**src/rtl/if_fetch_unit_pkg.sv**
```systemverilog
// if_fetch_unit_pkg: shared constants and FSM state type
// for the instruction-fetch stage and its fetch queue.
package if_fetch_unit_pkg;

  localparam int PC_STEP = 4;

  localparam logic [31:0] NOP_INSTR = 32'h0;

  typedef enum logic [1:0] {
    BOOT  = 2'd0,
    RUN   = 2'd1,
    DRAIN = 2'd2
  } fetch_state_e;

endpackage

```
**src/rtl/if_fetch_unit_fifo.sv**
```systemverilog
// fetch_fifo: in-order {pc, instr} queue, DEPTH x W, with clear.
// Ports: i_push/i_wdata, i_pop, i_clear, o_head, o_count, o_empty.
module fetch_fifo #(
  parameter int DEPTH = 4,
  parameter int W     = 96
) (
  input  logic                   clk,
  input  logic                   arst_n,
  input  logic                   i_push,
  input  logic [W-1:0]           i_wdata,
  input  logic                   i_pop,
  input  logic                   i_clear,
  output logic [W-1:0]           o_head,
  output logic [$clog2(DEPTH):0] o_count,
  output logic                   o_empty
);

  localparam int AW = $clog2(DEPTH);

  logic [W-1:0]  r_mem [DEPTH];
  logic [AW-1:0] r_wp;
  logic [AW-1:0] r_rp;
  logic [AW:0]   r_cnt;
  logic          w_pop;
  logic          w_push;

  // push while full is only taken together with a pop
  assign w_pop  = i_pop && (r_cnt != '0);
  assign w_push = i_push &&
                  ((r_cnt != (AW+1)'(DEPTH)) || w_pop);

  always_ff @(posedge clk or negedge arst_n) begin
    if (!arst_n) begin
      r_wp  <= '0;
      r_rp  <= '0;
      r_cnt <= '0;
    end else if (i_clear) begin
      r_wp  <= '0;
      r_rp  <= '0;
      r_cnt <= '0;
    end else begin
      if (w_push) r_wp <= r_wp + AW'(1);
      if (w_pop)  r_rp <= r_rp + AW'(1);
      r_cnt <= r_cnt + (AW+1)'(w_push)
                     - (AW+1)'(w_pop);
    end
  end

  always_ff @(posedge clk) begin
    if (w_push && !i_clear) r_mem[r_wp] <= i_wdata;
  end

  assign o_head  = r_mem[r_rp];
  assign o_count = r_cnt;
  assign o_empty = (r_cnt == '0);

endmodule

```
**src/rtl/if_fetch_unit.sv**
```systemverilog
// if_fetch_unit: fetch PC, pipelined imem reads (<=2 in flight),
// fetch queue toward IF/ID, redirect flush with stale-response drain.
module if_fetch_unit
  import if_fetch_unit_pkg::*;
#(
  parameter int                ADDR_W   = 64,
  parameter int                DATA_W   = 32,
  parameter logic [ADDR_W-1:0] PC_RESET = '0,
  parameter int                DEPTH    = 4
) (
  input  logic              clk,
  input  logic              arst_n,
  input  logic              id_ready,
  input  logic              redirect_valid,
  input  logic [ADDR_W-1:0] redirect_pc,
  output logic              imem_req,
  output logic [ADDR_W-1:0] imem_addr,
  input  logic              imem_rvalid,
  input  logic [DATA_W-1:0] imem_rdata,
  output logic              if_valid,
  output logic [ADDR_W-1:0] if_pc,
  output logic [DATA_W-1:0] if_instr,
  output logic              if_flush
);

  localparam int EW = ADDR_W + DATA_W;
  localparam int CW = $clog2(DEPTH) + 2;

  fetch_state_e          r_state;
  logic [ADDR_W-1:0]     r_pc;
  logic [1:0]            r_out;
  logic [1:0]            r_discard;

  logic [$clog2(DEPTH):0] w_count;
  logic [EW-1:0]         w_head;
  logic                  w_empty;
  logic                  w_room;
  logic                  w_issue;
  logic                  w_push;
  logic                  w_pop;
  logic [1:0]            w_left;
  logic [ADDR_W-1:0]     w_rsp_pc;

  // queue slots already promised to in-flight reads count as used
  assign w_room  = (CW'(w_count) + CW'(r_out)) < CW'(DEPTH);
  assign w_issue = (r_state == RUN) && (r_out < 2'd2) &&
                   w_room && !redirect_valid;
  assign w_push  = imem_rvalid && (r_state == RUN) &&
                   !redirect_valid;
  assign w_pop   = !w_empty && id_ready;
  assign w_left  = r_out - 2'(imem_rvalid);

  // in RUN the live requests are consecutive and end at r_pc-4,
  // so the oldest one sits r_out steps behind r_pc
  assign w_rsp_pc = r_pc - (ADDR_W'(r_out) << 2);

  always_ff @(posedge clk or negedge arst_n) begin
    if (!arst_n) begin
      r_state   <= BOOT;
      r_pc      <= PC_RESET;
      r_out     <= 2'd0;
      r_discard <= 2'd0;
    end else begin
      r_out <= r_out + 2'(w_issue) - 2'(imem_rvalid);
      if (redirect_valid) begin
        r_pc      <= redirect_pc & ~ADDR_W'(3);
        r_discard <= w_left;
        r_state   <= (w_left != 2'd0) ? DRAIN : RUN;
      end else begin
        case (r_state)
          BOOT: r_state <= RUN;
          RUN: begin
            if (w_issue) r_pc <= r_pc + ADDR_W'(PC_STEP);
          end
          DRAIN: begin
            if (imem_rvalid) begin
              r_discard <= r_discard - 2'd1;
              if (r_discard == 2'd1) r_state <= RUN;
            end
          end
          default: r_state <= BOOT;
        endcase
      end
    end
  end

  fetch_fifo #(
    .DEPTH (DEPTH),
    .W     (EW)
  ) u_fifo (
    .clk     (clk),
    .arst_n  (arst_n),
    .i_push  (w_push),
    .i_wdata ({w_rsp_pc, imem_rdata}),
    .i_pop   (w_pop),
    .i_clear (redirect_valid),
    .o_head  (w_head),
    .o_count (w_count),
    .o_empty (w_empty)
  );

  assign imem_req  = w_issue;
  assign imem_addr = r_pc;
  assign if_flush  = redirect_valid;
  assign if_valid  = !w_empty;
  assign if_pc     = w_empty ? '0 : w_head[EW-1:DATA_W];
  assign if_instr  = w_empty ? DATA_W'(NOP_INSTR)
                             : w_head[DATA_W-1:0];

endmodule
```
**config.mk**
```make
export PLATFORM = sky130hd
export DESIGN_NAME = if_fetch_unit
export DESIGN_NICKNAME = d
export VERILOG_FILES = /design/src/rtl/if_fetch_unit_pkg.sv /design/src/rtl/if_fetch_unit_fifo.sv /design/src/rtl/if_fetch_unit.sv
export SDC_FILE = /design/constraint.sdc
export NUM_CORES = 1
export LEC_CHECK = 0
export CAP_MARGIN = 25
export CORE_ASPECT_RATIO = 1.75
export CORE_MARGIN = 1.5
export CORE_UTILIZATION = 40
export DETAILED_ROUTE_END_ITERATION = 8
export PLACE_DENSITY_LB_ADDON = 0.3
export SYNTH_ARGS = -nofsm -noshare
export SYNTH_HDL_FRONTEND = slang
export SYNTH_HIERARCHICAL = 1
export SYNTH_SLANG_ARGS = --single-unit
```
**constraint.sdc**
```tcl
create_clock -name clk -period 9.8 [get_ports clk]
set_clock_uncertainty 0.15 [all_clocks]
set_input_delay 2.45 -clock clk [delete_from_list [all_inputs] [get_ports clk]]
set_output_delay 2.45 -clock clk [all_outputs]
set_load 0.01 [all_outputs]
```
* Yosys cells after proc, flatten, opt, wreduce, memory -nomap -nowiden *
Memory sizes are Yosys's and may differ from the RTL's.
Cells that the tools add are included.

storage, ports and cells
  register bits after elaboration = 77
  bits in writable memories = 384
  memories = 1

memories
  name          words  bits a word  rd ports  clocked after memory_dff  wr ports  RTL line                  text
  u_fifo.r_mem  4      96           1         0                         1         if_fetch_unit_fifo.sv:20  logic [W-1:0] r_mem [DEPTH];

cells by class
  add/sub/neg operators = 11
  order comparisons = 2
  equal/unequal tests = 7
  muxes and demuxes = 20
  reductions and logical operators = 25

operators with widths
  kind                   number
  $mux 64                4
  $add 64x3->64 const B  1
  $sub 64x4->64          1
  $mux 32                1
  $mux 2                 11
  $reduce_bool 2->1      7
  $logic_and 1x1->1      9
  $ne 3x3->1 const B     3
  $pmux 2 s3             1
  $add 2x1->2 const B    2
  $add 3x2->4            1
  $eq 2x1->1 const B     2
  $lt 4x3->1 const B     1
  $reduce_and 2->1       2
  $sub 2x1->2            2
  $add 3x1->3            1
  $logic_not 3->1        1
  $mux 3                 1
  $reduce_and 3->1       1
  $reduce_bool 3->1      1
  $sub 3x1->3            1
  $add 2x1->2            1
  $eq 2x2->1 const B     1
  $logic_not 1->1        2
  6 further kinds        7

* Longest topological paths before layout *
  depth after elaboration = 9
  gate-level depth with buffers = 12
  mapped depth without buffers = 11

* Modules after synthesis *
The synthesis kept the hierarchy.

by module, submodules not included
  module         instances  cells an instance  area an instance (um^2)
  fetch_fifo     1          549                14,300.0
  if_fetch_unit  1          808                6,132.1

* Least setup slack after synthesis *
OpenSTA, ideal clock, no wires.

  kind = input to register
  from = in redirect_valid
  to = mem u_fifo.r_mem[0][0] (enable)
  library setup time = 0.466 ns
  arrival time = 5.481 ns
  required time = 9.184 ns
  setup slack = 3.704 ns
  stages on the path = 5
  buffers on the path = 1
  cells stage by stage = inv_2 > clkbuf_1 > and3_1 > nor3b_1 > and2_1

on the way
  cells in the longest elaborated chain, start to end = 6

RTL lines
  what                          RTL line                  text
  start: declaration            if_fetch_unit.sv:14       input logic redirect_valid,
  $logic_not 1->1               if_fetch_unit.sv:49       !redirect_valid;
  $logic_and 1x1->1             if_fetch_unit.sv:48       assign w_push = imem_rvalid && (r_state == RUN) &&
  via w_push                    if_fetch_unit.sv:39       logic w_push;
  $logic_and 1x1->1             if_fetch_unit_fifo.sv:29  assign w_push = i_push &&
  $logic_and 1x1->1             if_fetch_unit_fifo.sv:50  if (w_push && !i_clear) r_mem[r_wp] <= i_wdata;
  $mux 1                        if_fetch_unit_fifo.sv:50
  $mux 1 (not written as such)  if_fetch_unit_fifo.sv:50
  end: declaration              if_fetch_unit_fifo.sv:20

The timed path passes the listed nets, and every way through them passes these cells.

* Final worst setup path *
  from = reg u_fifo.r_rp[1]
  to = out if_pc[35]

on the way
  cells in the longest elaborated chain, start to end = 2

RTL lines
  what                      RTL line                  text
  start: declaration        if_fetch_unit_fifo.sv:22  logic [AW-1:0] r_rp;
  start signal: assignment  if_fetch_unit_fifo.sv:43  if (w_pop) r_rp <= r_rp + AW'(1);
  $mem_v2 4x96              --
  via w_head[67]            if_fetch_unit.sv:35       logic [EW-1:0] w_head;
  $mux 64                   if_fetch_unit.sv:106      assign if_pc = w_empty ? '0 : w_head[EW-1:DATA_W];
  end: declaration          if_fetch_unit.sv:21       output logic [ADDR_W-1:0] if_pc,

The timed path passes the listed nets, and every way through them passes these cells.

==> flow_metrics.tcl <==
set metrics [dict create \
    outcome "completed" \
    fill_cells 4380 \
    avgSynthCellArea_um2 15.1 \
    cp.required_ns 7.20 \
    synth_warnings 6 \
    fin_ws_ns 3.53 \
    irDropWorstVdd_mv 0.104 \
    reg2reg_depth 7 \
    gp_congestion 0.804 \
    fin_setup_tns_ns 0 \
    die_area_um2 52500 \
    critPathLaunchType "register" \
    multi_input_area_um2 6490 \
    track_usage 0.199 \
    seq_area_frac_synth 0.656 \
    die_h_um 302 \
    finalSetupViolations 0 \
    yosys.area.top_type "edfxtp_1" \
    cp.depth 4 \
    wl_mm 52.4 \
    dr.max_layer_used "met4" \
    antennaDiodeCount 0 \
    cts_resized 0 \
    fin_crit_ns 6.27 \
    crit_buf_inv 2 \
    antenna_found_initial 0 \
    critPathArrivalTime_ns 3.67 \
    endpoint_kind "primary output" \
    numCtsBuffers 42 \
    core_um2 50500 \
    clk_latency_ns 0.55 \
    rsz0062_at_grt "no" \
    synth-seq-cells 459 \
    min_path_type "reg2reg" \
    worstPathCellList "buf_4 > mux4_2 > nor2b_1 > clkdlybuf4s50_1" \
    via_count 12522 \
    path_class "reg2out" \
    cts_setup_buffers 0 \
    cts_tree "yes" \
    drive_gt1_frac 0.125 \
    first_pass_iters 5 \
    post-route-period-util 0.640 \
    synth.top_cells.by_count "edfxtp_1 (384), nor2b_1 (102), mux4_2 (96)" \
    cpPeakStageDelay_ns 1.07 \
    synth_flop_cell "edfxtp_1" \
    viasPerCell 5.47 \
    gr-total-overflow 0 \
    hold_depth 1 \
    grt_pass1_vias 13020 \
    nets 1708 \
    hold_buffers 0 \
    wire_per_inst_um 22.9 \
    r2r-start "u_fifo/o_count[1]$_DFF_PN0_" \
    synth_edf_count 384 \
    async_reset_ff_frac 0.163 \
    regToRegSetupSlack_ns 5.81 \
    grt_start_max_net_pins 77 \
    start_util 0.405 \
    powerDensity_nw_per_um2 199 \
    syn-cell-area_um2 20400 \
    fmax_ghz 0.160 \
    drc_errors 0 \
    critPathLaunch "u_fifo/r_rp[1]$_DFFE_PN0P_" \
    wl_met1_mm 20.3 \
    crit_slowest_cell "dfrtp_4" \
    cp_max_fo 62 \
    h-tree-depth 2 \
    drtIter0Drc 898 \
    met3WireLength_mm 2.22 \
    die_w_um 174 \
    cts.path.max_buffers 3 \
    pre_cts_slack_ns 3.71 \
    path_clk_slew_ns 0.06 \
    wl_met2_mm 27.8 \
    port_buffers 259 \
    io_pins 264 \
    drv_slew 0 \
    max_cap_violations 0 \
    path_delay_family "buffers and inverters" \
    yosysMostFrequentCell "edfxtp_1" \
    antenna_left 0 \
    areaGrowthSynthToFinish_pct 22.6 \
    root_buffer "clkbuf_16" \
    row_count 109 \
    dp_hpwl_mm 34.6 \
    synth_area_leaders "edfxtp_1 (56%), mux4_2 (11%), dfrtp_1 (9.2%)" \
    synth_top_area_share 0.564 \
    clkSinkCount 459 \
    seqCellArea_um2 13400 \
    hold_viol 0 \
    netlist_instances 1357 \
    endpoint "if_pc[35]" \
    timing.rr.end "u_fifo/r_mem[0][3]$_DFFE_PP_" \
    p_leak_nw 7.99 \
    ys_types 56 \
    relSlewSlack 0.335 \
    grt_first_pass_wirelength_mm 78.5 \
    worstMarginPinSlew_ns 0.992 \
]
-- flip-flops by register name, summed over array words and instances (netlist names) --
register and flops:
imem_addr 62, r_discard 2, r_out 2, r_state 2, u_fifo/o_count 3, u_fifo/r_mem 384
u_fifo/r_rp 2, u_fifo/r_wp 2
-- worst register-to-register path: stages (launching register included) --
cell and delay, ns:
dfrtp_1 0.50, nor3_2 0.10, buf_4 0.32, nor2b_1 0.37
nor4b_1 0.11, nor3b_1 0.46, and2_4 0.87, buf_4 0.70
-- per-layer routing --
metal	GRT usage	up-vias
met2	0.363	377
met1	0.232	6385
li1	-	5664
met3	0.0265	96
met5	0	-
met4	0.0934	0
-- stage by stage --
step	utilization	instance area (um^2)	hold WS, ns	cells	power [mW]
floorplan	-	20500	0.307	1366	2.84
global placement	0.467	23500	0.338	2207	3.41
detailed placement	0.468	23600	0.353	2211	3.43
CTS	0.495	25000	0.364	2286	5.05
global route	0.496	25000	0.432	2289	5.20
finish	0.496	25000	0.365	2289	4.99
-- final cells by class --
type / instances / area share
flip-flops and latches: 459 / 0.536
inverters: 29 / 0.00435
well taps: 666 / 0.0333
clock inverters: 19 / 0.00690
clock buffers: 56 / 0.0470
repair buffers: 281 / 0.114
multi-input cells: 779 / 0.259
-- cells by family (layout without fill, tap and decap cells) --
logic type               after synthesis  after routing  share of synthesized area
flip-flops                           459            459                      0.656
AND/OR/NAND/NOR                      459            459                      0.126
buffers and inverters                128            385                     0.0287
AO/OA/AOI/OAI                        109            109                     0.0347
multiplexers                         100            100                      0.108
XOR/XNOR                              86             86                     0.0369
adder cells (fa/ha/maj)               15             15                    0.00992
other                                  1             10                   0.000184
-- report_power, final --
group	leakage (nW)	switching, mW	internal [mW]
combinational	2.99	0.550	0.501
clock	0.663	0.703	0.923
sequential	4.34	0.0950	2.22
total	7.99	1.35	3.65
-- placed cells by master (no fill, tap or decap), drive strengths merged, types with 3 or more instances in the layout --
| master | synthesis | routed |
|---|---|---|
| nand4 | 22 | 22 |
| or4 | 38 | 38 |
| inv | 29 | 31 |
| nand2b | 4 | 4 |
| clkbuf | 61 | 56 |
| buf | 38 | 24 |
| nand3b | 3 | 3 |
| o311ai | 6 | 6 |
| nor2 | 69 | 69 |
| conb | 1 | 10 |
| clkinv | 0 | 13 |
| nor4 | 21 | 21 |
| ha | 13 | 13 |
| nand4b | 4 | 4 |
| and4 | 6 | 6 |
| or3 | 12 | 12 |
| bufinv | 0 | 3 |
| nor4b | 4 | 4 |
| o21ai | 33 | 33 |
| o31ai | 28 | 28 |
| a31oi | 33 | 33 |
| nand3 | 41 | 41 |
| clkdlybuf4s50 | 0 | 257 |
| nor2b | 102 | 102 |
| dfrtp | 75 | 75 |
| nor3 | 29 | 29 |
| xnor2 | 55 | 55 |
| or2 | 8 | 8 |
| and3 | 17 | 17 |
| xor2 | 31 | 31 |
| mux4 | 96 | 96 |
| and2 | 8 | 8 |
| nand2 | 67 | 67 |
| edfxtp | 384 | 384 |
-- worst min path at each step --
| stage | startpoint | end | slack, ns |
|---|---|---|---|
| 2_1_floorplan | r_state[0]$_DFFE_PN0P_ | r_state[1]$_DFFE_PN0P_ | 0.31 |
| 3_3_place_gp | r_state[0]$_DFFE_PN0P_ | r_state[1]$_DFFE_PN0P_ | 0.34 |
| 5_1_grt | r_state[0]$_DFFE_PN0P_ | r_state[1]$_DFFE_PN0P_ | 0.43 |
| 3_5_place_dp | r_state[0]$_DFFE_PN0P_ | r_state[1]$_DFFE_PN0P_ | 0.35 |
| 4_1_cts | r_state[0]$_DFFE_PN0P_ | r_state[1]$_DFFE_PN0P_ | 0.36 |
| 6_report | r_state[0]$_DFFE_PN0P_ | r_state[1]$_DFFE_PN0P_ | 0.37 |
Power figures use the tool's default switching activity.
